### src/rtl/dmem_pkg.sv
// Shared definitions for the data-memory port arbiter: access width codes,
// arbiter state encoding and the owner selector used by the request mux.
package dmem_pkg;

    // Access width codes shared by both request ports and the memory
    localparam logic [2:0] WIDTH_B  = 3'b000;
    localparam logic [2:0] WIDTH_H  = 3'b001;
    localparam logic [2:0] WIDTH_W  = 3'b010;
    localparam logic [2:0] WIDTH_BU = 3'b011;
    localparam logic [2:0] WIDTH_HU = 3'b100;

    // Arbiter state: who owned the memory in the previous cycle
    typedef enum logic [1:0] {
        ST_IDLE    = 2'd0,
        ST_C_OWN   = 2'd1,
        ST_E_OWN   = 2'd2,
        ST_E_BURST = 2'd3
    } arb_state_t;

    // Owner of the memory in the current cycle
    typedef enum logic [1:0] {
        OWN_NONE = 2'd0,
        OWN_C    = 2'd1,
        OWN_E    = 2'd2
    } owner_t;

endpackage

### src/rtl/dmem_req_mux.sv
// Steers the current owner's access fields onto the memory interface.
// With no owner every memory-side signal is held at zero.
module dmem_req_mux
    import dmem_pkg::*;
#(
    parameter int ADDR_W = 32
) (
    input  owner_t            owner_i,
    input  logic              c_we_i,
    input  logic [2:0]        c_width_i,
    input  logic [ADDR_W-1:0] c_addr_i,
    input  logic [31:0]       c_wdata_i,
    input  logic              e_we_i,
    input  logic [2:0]        e_width_i,
    input  logic [ADDR_W-1:0] e_addr_i,
    input  logic [31:0]       e_wdata_i,
    output logic              mem_we_o,
    output logic              mem_re_o,
    output logic [2:0]        mem_width_o,
    output logic [ADDR_W-1:0] mem_addr_o,
    output logic [31:0]       mem_wdata_o
);

    // Select the winner's fields; a granted non-store is a read
    always_comb begin
        mem_we_o    = 1'b0;
        mem_re_o    = 1'b0;
        mem_width_o = 3'b000;
        mem_addr_o  = '0;
        mem_wdata_o = 32'h0;
        unique case (owner_i)
            OWN_C: begin
                mem_we_o    = c_we_i;
                mem_re_o    = ~c_we_i;
                mem_width_o = c_width_i;
                mem_addr_o  = c_addr_i;
                mem_wdata_o = c_wdata_i;
            end
            OWN_E: begin
                mem_we_o    = e_we_i;
                mem_re_o    = ~e_we_i;
                mem_width_o = e_width_i;
                mem_addr_o  = e_addr_i;
                mem_wdata_o = e_wdata_i;
            end
            default: ;
        endcase
    end

endmodule

### src/rtl/dmem_port_arbiter.sv
// Shares one single-port data memory between the CPU MEM stage (port C) and
// an external loader/DMA master (port E). C has fixed priority, E is protected
// by an anti-starvation wait counter and may lock the memory for bounded bursts.
// Load data is registered and returned to the winner one cycle after the grant.
module dmem_port_arbiter
    import dmem_pkg::*;
#(
    parameter int ADDR_W    = 32,
    parameter int MAX_WAIT  = 4,
    parameter int MAX_BURST = 8
) (
    input  logic              clk_i,
    input  logic              rst_i,
    input  logic              c_req_i,
    input  logic              c_we_i,
    input  logic [2:0]        c_width_i,
    input  logic [ADDR_W-1:0] c_addr_i,
    input  logic [31:0]       c_wdata_i,
    output logic              c_gnt_o,
    output logic              c_stall_o,
    output logic              c_rvalid_o,
    output logic [31:0]       c_rdata_o,
    input  logic              e_req_i,
    input  logic              e_we_i,
    input  logic [2:0]        e_width_i,
    input  logic [ADDR_W-1:0] e_addr_i,
    input  logic [31:0]       e_wdata_i,
    input  logic              e_lock_i,
    output logic              e_gnt_o,
    output logic              e_rvalid_o,
    output logic [31:0]       e_rdata_o,
    output logic              mem_we_o,
    output logic              mem_re_o,
    output logic [2:0]        mem_width_o,
    output logic [ADDR_W-1:0] mem_addr_o,
    output logic [31:0]       mem_wdata_o,
    input  logic [31:0]       mem_rdata_i
);

    localparam logic [3:0] MAX_WAIT_C  = 4'(MAX_WAIT);
    localparam logic [3:0] MAX_BURST_C = 4'(MAX_BURST);

    arb_state_t  state_q, state_d;
    owner_t      owner;
    logic [3:0]  wait_cnt_q, wait_cnt_d;
    logic [3:0]  burst_cnt_q, burst_cnt_d;
    logic        c_rvalid_q, c_rvalid_d;
    logic        e_rvalid_q, e_rvalid_d;
    logic [31:0] c_rdata_q, c_rdata_d;
    logic [31:0] e_rdata_q, e_rdata_d;

    // State, counters and response registers; reset drops any pending response
    always_ff @(posedge clk_i or posedge rst_i) begin
        if (rst_i) begin
            state_q     <= ST_IDLE;
            wait_cnt_q  <= 4'd0;
            burst_cnt_q <= 4'd0;
            c_rvalid_q  <= 1'b0;
            e_rvalid_q  <= 1'b0;
            c_rdata_q   <= 32'h0;
            e_rdata_q   <= 32'h0;
        end else begin
            state_q     <= state_d;
            wait_cnt_q  <= wait_cnt_d;
            burst_cnt_q <= burst_cnt_d;
            c_rvalid_q  <= c_rvalid_d;
            e_rvalid_q  <= e_rvalid_d;
            c_rdata_q   <= c_rdata_d;
            e_rdata_q   <= e_rdata_d;
        end
    end

    // Arbitration in priority order, then next state from the chosen owner
    always_comb begin
        owner = OWN_NONE;
        if (state_q == ST_E_BURST && e_req_i && e_lock_i && burst_cnt_q < MAX_BURST_C) begin
            owner = OWN_E;
        end else if (e_req_i && wait_cnt_q == MAX_WAIT_C) begin
            owner = OWN_E;
        end else if (c_req_i) begin
            owner = OWN_C;
        end else if (e_req_i) begin
            owner = OWN_E;
        end

        unique case (owner)
            OWN_C:   state_d = ST_C_OWN;
            OWN_E:   state_d = e_lock_i ? ST_E_BURST : ST_E_OWN;
            default: state_d = ST_IDLE;
        endcase
    end

    // Grant and stall outputs depend only on requests and state, never on read data
    always_comb begin
        c_gnt_o   = (owner == OWN_C);
        e_gnt_o   = (owner == OWN_E);
        c_stall_o = c_req_i & ~c_gnt_o;
    end

    // Wait counter tracks E losing to C; burst counter tracks a locked E run
    always_comb begin
        wait_cnt_d = 4'd0;
        if (e_req_i && owner == OWN_C) begin
            wait_cnt_d = (wait_cnt_q < MAX_WAIT_C) ? wait_cnt_q + 4'd1 : wait_cnt_q;
        end

        burst_cnt_d = 4'd0;
        if (owner == OWN_E && e_lock_i) begin
            if (state_q == ST_E_BURST) begin
                burst_cnt_d = (burst_cnt_q == 4'hF) ? burst_cnt_q : burst_cnt_q + 4'd1;
            end else begin
                burst_cnt_d = 4'd1;
            end
        end
    end

    // Capture load data for whichever port wins a read; the other port holds
    always_comb begin
        c_rvalid_d = (owner == OWN_C) && !c_we_i;
        e_rvalid_d = (owner == OWN_E) && !e_we_i;
        c_rdata_d  = c_rvalid_d ? mem_rdata_i : c_rdata_q;
        e_rdata_d  = e_rvalid_d ? mem_rdata_i : e_rdata_q;
    end

    assign c_rvalid_o = c_rvalid_q;
    assign e_rvalid_o = e_rvalid_q;
    assign c_rdata_o  = c_rdata_q;
    assign e_rdata_o  = e_rdata_q;

    dmem_req_mux #(
        .ADDR_W (ADDR_W)
    ) u_req_mux (
        .owner_i     (owner),
        .c_we_i      (c_we_i),
        .c_width_i   (c_width_i),
        .c_addr_i    (c_addr_i),
        .c_wdata_i   (c_wdata_i),
        .e_we_i      (e_we_i),
        .e_width_i   (e_width_i),
        .e_addr_i    (e_addr_i),
        .e_wdata_i   (e_wdata_i),
        .mem_we_o    (mem_we_o),
        .mem_re_o    (mem_re_o),
        .mem_width_o (mem_width_o),
        .mem_addr_o  (mem_addr_o),
        .mem_wdata_o (mem_wdata_o)
    );

endmodule

### config.mk
export PLATFORM = sky130hd
export DESIGN_NAME = dmem_port_arbiter
export DESIGN_NICKNAME = d
export VERILOG_FILES = /design/src/rtl/dmem_pkg.sv /design/src/rtl/dmem_req_mux.sv /design/src/rtl/dmem_port_arbiter.sv
export SDC_FILE = /design/constraint.sdc
export NUM_CORES = 1
export LEC_CHECK = 0
export BUFFER_PORTS_ARGS = -buffer_cell sky130_fd_sc_hd__buf_4
export CORE_AREA = 2 2 120 122
export DETAILED_ROUTE_END_ITERATION = 6
export DIE_AREA = 0 0 122 124
export GPL_TIMING_DRIVEN = 0
export PLACE_DENSITY = 0.64
export SYNTH_ARGS = -nofsm -noshare
export SYNTH_HDL_FRONTEND = slang
export SYNTH_SLANG_ARGS = --single-unit
### constraint.sdc
create_clock -name clk_i -period 3.3 [get_ports clk_i]
set_clock_uncertainty 0.2 [all_clocks]
set_input_delay 0.495 -clock clk_i [delete_from_list [all_inputs] [get_ports clk_i]]
set_output_delay 0.495 -clock clk_i [all_outputs]
set_load 0.02 [all_outputs]
==> results.cfg, run 1 <==
[yosys]
syn_area_per_cell_um2 = 11.20
yosysUniqueCellTypes = 29
synthCells = 367
async_flop_share = 1.000
synth_warnings = 0
synthFlopType = dfrtp_1
synth_nets = 547
synth_edf_count = 0
netlist_area_mm2 = 0.004111
yosys_register_bits = 76
ys_seq_area_frac = 0.4626

[critical_path]
rrSetupSlack_ns = 0.87
critPathCaptureType = output pin
r2r-end = e_rdata_o[26]
critical_path_class = flop to output pin
arrival_ns = 2.53
required_ns = 2.60
reg2regPathDepth = 10
worstReg2RegStart = wait_cnt_q[0]
startpoint_type = flop
cp_max_fo = 10

[routing]
drc = 0
drtPass1Iterations = 5
drt_iter0_drc = 199
viasPerCell = 4.844
via_count = 4253
ant_nets = 0
routed_wl_mm = 15.92
post_drt_wl_per_cell_um = 18.13

[global_route]
grt_use_met3 = 0.04121
busiest_layer = met2
grt_pass1_wl_mm = 23.22
grt_overflow = 0
grtUsageTotal = 0.2023
grt_pass1_vias = 4208
grt_use_met1 = 0.2602
antenna_found_initial = 0
grt_use_met2 = 0.3418
grt_max_degree = 74

[placed_design]
globalplace.congestion = 0.9209
dp_hpwl_mm = 12.96
post-place-ws_ns = -0.06020
portBuffers = 310

[clock_network]
path_clk_slew_ns = 0.06
numCtsBuffers = 9
cts_max_level = 3
root_buffer = clkbuf_16
cts_max_path_buffers = 2
clk-insertion-delay-late_ns = 0.33
cts_tree = done
cts_num_sinks = 76

[pwr]
switching_share = 0.3172
leakagePower_nw = 3.677
combPwrFrac = 0.371
vdd_ir_drop_max_uv = 260.6
pwr-share-seq = 0.345
p_sw_mw = 1.100
intPower_mw = 2.368
power_frac_clock = 0.284
power_density_mw_per_mm2 = 482.6

[finish]
layout.nets = 873
finish.utilization = 0.5238
drive_gt1_frac = 0.6289
area_growth_pct = 74.80
antenna_cells = 0

[floorplan]
rows = 43
start_util = 0.2997
core_mm2 = 0.01372
die-area_mm2 = 0.01513
die_y_um = 124
die_w_um = 122
io-pin-count = 311

[timing]
rsz0062_at_grt = yes
tightestPinTransition_ns = 0.4606
setup_viol = 0
period_share = 0.9759
slew_viol_final = 0
layout_min_cycle_time_ns = 3.220
slew-limit-headroom = 0.6930
fmax_mhz = 310.5
setup_tns_ns = 0
setup_ws_ns = 0.07950
hold_violations = 0
hold_ws_ns = 0.1999

[min_path]
holdPathStages = 2
hold_end = e_rdata_o[10]
min_from = mem_rdata_i[10]
min_path_type = input pin to flop

[flow_run]
cap_violations = 0

[outcome]
status = complete, no violations
## synthesized netlist by cell type (4+ instances only)
| cell type | instances | area (um^2) |
|---|---|---|
| nand3_1 | 5 | 25.02 |
| nor2_1 | 75 | 281.5 |
| o21ai_0 | 4 | 20.02 |
| ha_1 | 7 | 87.58 |
| a22oi_1 | 68 | 510.5 |
| buf_2 | 10 | 50.05 |
| inv_1 | 8 | 30.03 |
| mux2_4 | 39 | 585.6 |
| a21oi_1 | 7 | 35.03 |
| dfrtp_1 | 76 | 1902 |
| mux2_2 | 25 | 281.5 |
| clkbuf_1 | 12 | 45.04 |
| nand2_1 | 6 | 22.52 |
| buf_6 | 5 | 56.30 |
## power by group through the flow
stage / combinational (mW) / sequential, mW / clock [mW]
6_report: 1.29 / 1.20 / 0.985
5_1_grt: 1.37 / 1.22 / 1.07
4_1_cts: 1.28 / 1.20 / 1.02
3_5_place_dp: 1.27 / 1.21 / 0
3_3_place_gp: 1.25 / 1.20 / 0
2_1_floorplan: 0.439 / 1.40 / 0
## cells by family (layout without fill, tap and decap cells)
logic type,count (synthesis),in the layout,share of synthesized area
flip-flops,76,76,0.4626
multiplexers,65,65,0.2133
adder cells (fa/ha/maj),7,7,0.02130
buffers and inverters,39,370,0.05843
AO/OA/AOI/OAI,84,84,0.1464
XOR/XNOR,1,1,0.002131
AND/OR/NAND/NOR,95,95,0.09586
## how the worst max path moves through the flow
stage / cells after the start / startpoint / slack (ns) / end
2_1_floorplan: 10 / wait_cnt_q[0] / 0.41 / mem_addr_o[25]
6_report: 11 / wait_cnt_q[0] / 0.08 / mem_wdata_o[10]
3_3_place_gp: 2 / rst_i / -0.18 / c_rdata_o[4]
3_5_place_dp: 11 / wait_cnt_q[0] / -0.06 / mem_wdata_o[11]
5_1_grt: 11 / wait_cnt_q[0] / -0.04 / mem_wdata_o[10]
4_1_cts: 11 / wait_cnt_q[0] / -0.0004 / mem_wdata_o[2]
## per-stage QoR
step	area, um^2	cells	power (mW)
after floorplan	4111	367	1.840
after global placement	6664	857	2.450
after detailed placement	6694	858	2.478
after CTS	7056	876	3.494
after global routing	7187	878	3.652
final	7187	878	3.468
## final cells by class
class                   count  area [um^2]
clock inverters             5        60.06
multi-input cells         252         2054
clock buffers              11        242.7
inverters                   8        32.53
well taps                 180        225.2
flip-flops and latches     76         1902
plain buffers              29        247.7
repair buffers            317         2422
fillers                  1246         6533
## what timing repair did
item                                   in CTS  in global routing
endpoints found under the hold margin       3                  0
buffers inserted                            2                  3
setup endpoints to repair                  69                 68
resized for setup                          19                 33
pin swaps                                   2                  5
hold buffers                                1                  0
## state kept, by name (all words and copies together) (netlist names)
signal       cells
burst_cnt_q      4
c_rdata_o       32
c_rvalid_o       1
e_rdata_o       32
e_rvalid_o       1
state_q          2
wait_cnt_q       4
## worst max-delay path, cell delays in order, from the launching register on
cell	delay, ns
dfrtp_1	0.40
inv_1	0.09
ha_1	0.15
nand2_1	0.09
o21a_2	0.26
o21ai_4	0.23
ha_4	0.21
buf_6	0.15
buf_6	0.14
a22oi_1	0.10
nor2_2	0.22
buf_6	0.16
## routing by layer
metal | part of all wire | vias up
li1 | - | 1979
met1 | 0.42 | 2015
met2 | 0.49 | 240
met3 | 0.077 | 19
met4 | 0.016 | 0
met5 | 0 | -
## placed cells by master, fill, tap and decap left out, types with 2 or more instances in the layout
cell       instances
buf_6              9
buf_4            316
clkbuf_16          9
clkbuf_4           4
a31oi_1            2
buf_12             3
mux2_4            39
dfrtp_1           76
buf_2              2
o21ai_2            2
a21oi_1            5
a22oi_1           66
nor2_1            72
nand4_1            2
nor2_2             2
mux2_2            25
nand2_1            6
ha_4               2
a22oi_2            2
nor3_1             2
inv_1              7
ha_1               4
nand3_1            5
clkbuf_2           8
clkbuf_1           2
Power figures use the tool's default switching activity.
==> inputs of run 2 (changes only) <==
BUFFER_PORTS_ARGS = -buffer_cell sky130_fd_sc_hd__buf_2   (was -buffer_cell sky130_fd_sc_hd__buf_4)
==> results.cfg, run 2 (synthesized netlist as in run 1, its figures left out) <==
[outcome]
status = complete, no violations

[critical_path]
critPathCaptureType = output pin
cp_common_cell = buf_6
startpoint_type = flop
rrSetupSlack_ns = 0.85
cp_max_fo = 10
worst-path-buf-inv = 4
r2r-end = c_rdata_o[24]
critical_path_class = flop to output pin
reg2regPathDepth = 10
critPathTopFamily = buffers and inverters
cp_slowest_cell = dfrtp_1
crit_path_max_incr_delay_ns = 0.41
arrival_ns = 2.48
required_ns = 2.60
path_depth = 11
worstReg2RegStart = wait_cnt_q[0]
endpoint = mem_addr_o[9]
crit_chain = inv_1 > ha_1 > nand2_1 > o21a_2 > o21ai_4 > ha_4 > buf_6 > buf_6 > a22oi_1 > nor2_1 > buf_4
cp-startpoint = wait_cnt_q[0]

[placed_design]
dp_hpwl_mm = 12.56
portBuffers = 310
post-place-ws_ns = 0.06261
place_area_mm2 = 0.005891
globalplace.congestion = 0.8614

[global_route]
antenna_found_initial = 0
grt_overflow = 0
grtUsageTotal = 0.1939
grt_pass1_wl_mm = 22.38
grt_max_degree = 77
grt_pass1_vias = 4179

[clock_network]
cts_tree = done
cts_max_path_buffers = 2
clk-insertion-delay-late_ns = 0.33
numCtsBuffers = 9
cts_max_level = 3
root_buffer = clkbuf_16
cts_num_sinks = 76
cts_hold_buf = 0
path_clk_slew_ns = 0.06

[finish]
multiInputGateArea_mm2 = 0.002038
layout.nets = 868
drive_gt1_frac = 0.6228
final_area_mm2 = 0.006319
seq_area_mm2 = 0.001902
area_growth_pct = 53.68
layout_commonest_cell = buf_2
n_fill_cell = 1311
final_cell_mix = 306 x buf_2, 76 x dfrtp_1, 75 x nor2_1, 66 x a22oi_1, 39 x mux2_4
finish.utilization = 0.4606
antenna_cells = 0

[pwr]
power_density_mw_per_mm2 = 512.4
leakagePower_nw = 3.429
vdd_ir_drop_max_uv = 202.7

[min_path]
min_path_type = input pin to asynchronous set/reset pin

[timing]
hold_violations = 0
fmax_mhz = 314.5
hold_ws_ns = 0.1661
slew-limit-headroom = 0.3917
setup_viol = 0
layout_min_cycle_time_ns = 3.180
tightestPinTransition_ns = 0.9124
setup_ws_ns = 0.1203
slew_viol_final = 0
period_share = 0.9635

[flow_run]
cap_violations = 0

[routing]
routed_wl_mm = 15.33
drt_iter0_drc = 184
via_count = 4214
viasPerCell = 4.833
post_drt_wl_per_cell_um = 17.58
drc = 0
drtPass1Iterations = 4
ant_nets = 0

[floorplan]
die-area_mm2 = 0.01513
rows = 43
io-pin-count = 311
start_util = 0.2997
die_y_um = 124
core_mm2 = 0.01372
die_w_um = 122
## run 2: changes by cell type in the layout (fill, tap and decap cells not counted), moves of 2 or more
cell,previous run,this run
buf_4,316,14
buf_2,2,306
clkbuf_4,4,0
nor2_2,2,0
nor2_1,72,75
## run 2: metrics by stage
| step | power (mW) | cells | TNS (ns) |
|---|---|---|---|
| floorplan | 1.840 | 367 | 0 |
| global placement | 2.256 | 857 | -6.661 |
| detailed placement | 2.280 | 857 | 0 |
| CTS | 3.261 | 872 | 0 |
| global route | 3.406 | 872 | -0.04804 |
| finish | 3.237 | 872 | 0 |
## run 2: worst min-delay path by stage
| stage | to | slack [ns] | depth (start not counted) |
|---|---|---|---|
| final | e_rdata_o[21] | 0.17 | 2 |
| after CTS | c_rdata_o[21] | 0.20 | 2 |
| after global placement | burst_cnt_q[0] | 0.27 | 1 |
| after global routing | e_rdata_o[1] | 0.20 | 2 |
| after detailed placement | burst_cnt_q[0] | 0.28 | 1 |
| after floorplan | burst_cnt_q[0] | 0.24 | 1 |
## run 2: layer usage
layer  GRT usage  vias up  part of all wire
met2      0.3355      222              0.48
li1            -     1968                 -
met5           0        -                 0
met1      0.2424     2009              0.41
met3     0.04396       15             0.090
met4     0.05603        0             0.015
## run 2: repair_timing
action	in CTS	in global routing
pin swaps	1	5
endpoints found under the setup margin	69	69
gates resized for setup	24	28
buffers inserted	1	1
## run 2: cell type report
type                       count  share of cell area
multi-input combinational    252              0.3226
sequential                    76              0.3010
tap                          180             0.03564
inverter                       8            0.005149
clock buffer                   9             0.03564
clock inverter                 6             0.01030
timing repair buffer         312              0.2503
buffer                        29             0.03941
## run 2: worst register-to-register path: cells and delay by family (launching register included)
| kind | cells | cell delay (ns) |
|---|---|---|
| fa+ha+maj | 2 | 0.46 |
| buf+inv | 3 | 0.40 |
| flops | 1 | 0.39 |
| mux | 1 | 0.35 |
| compound gates | 2 | 0.27 |
| simple gates | 2 | 0.25 |
## run 2: where the power goes
group	leakage (nW)	internal, mW	total [mW]	switching [mW]
sequential	0.924	1.10	1.19	0.0872
combinational	2.36	0.478	1.10	0.617
clock	0.142	0.582	0.957	0.375
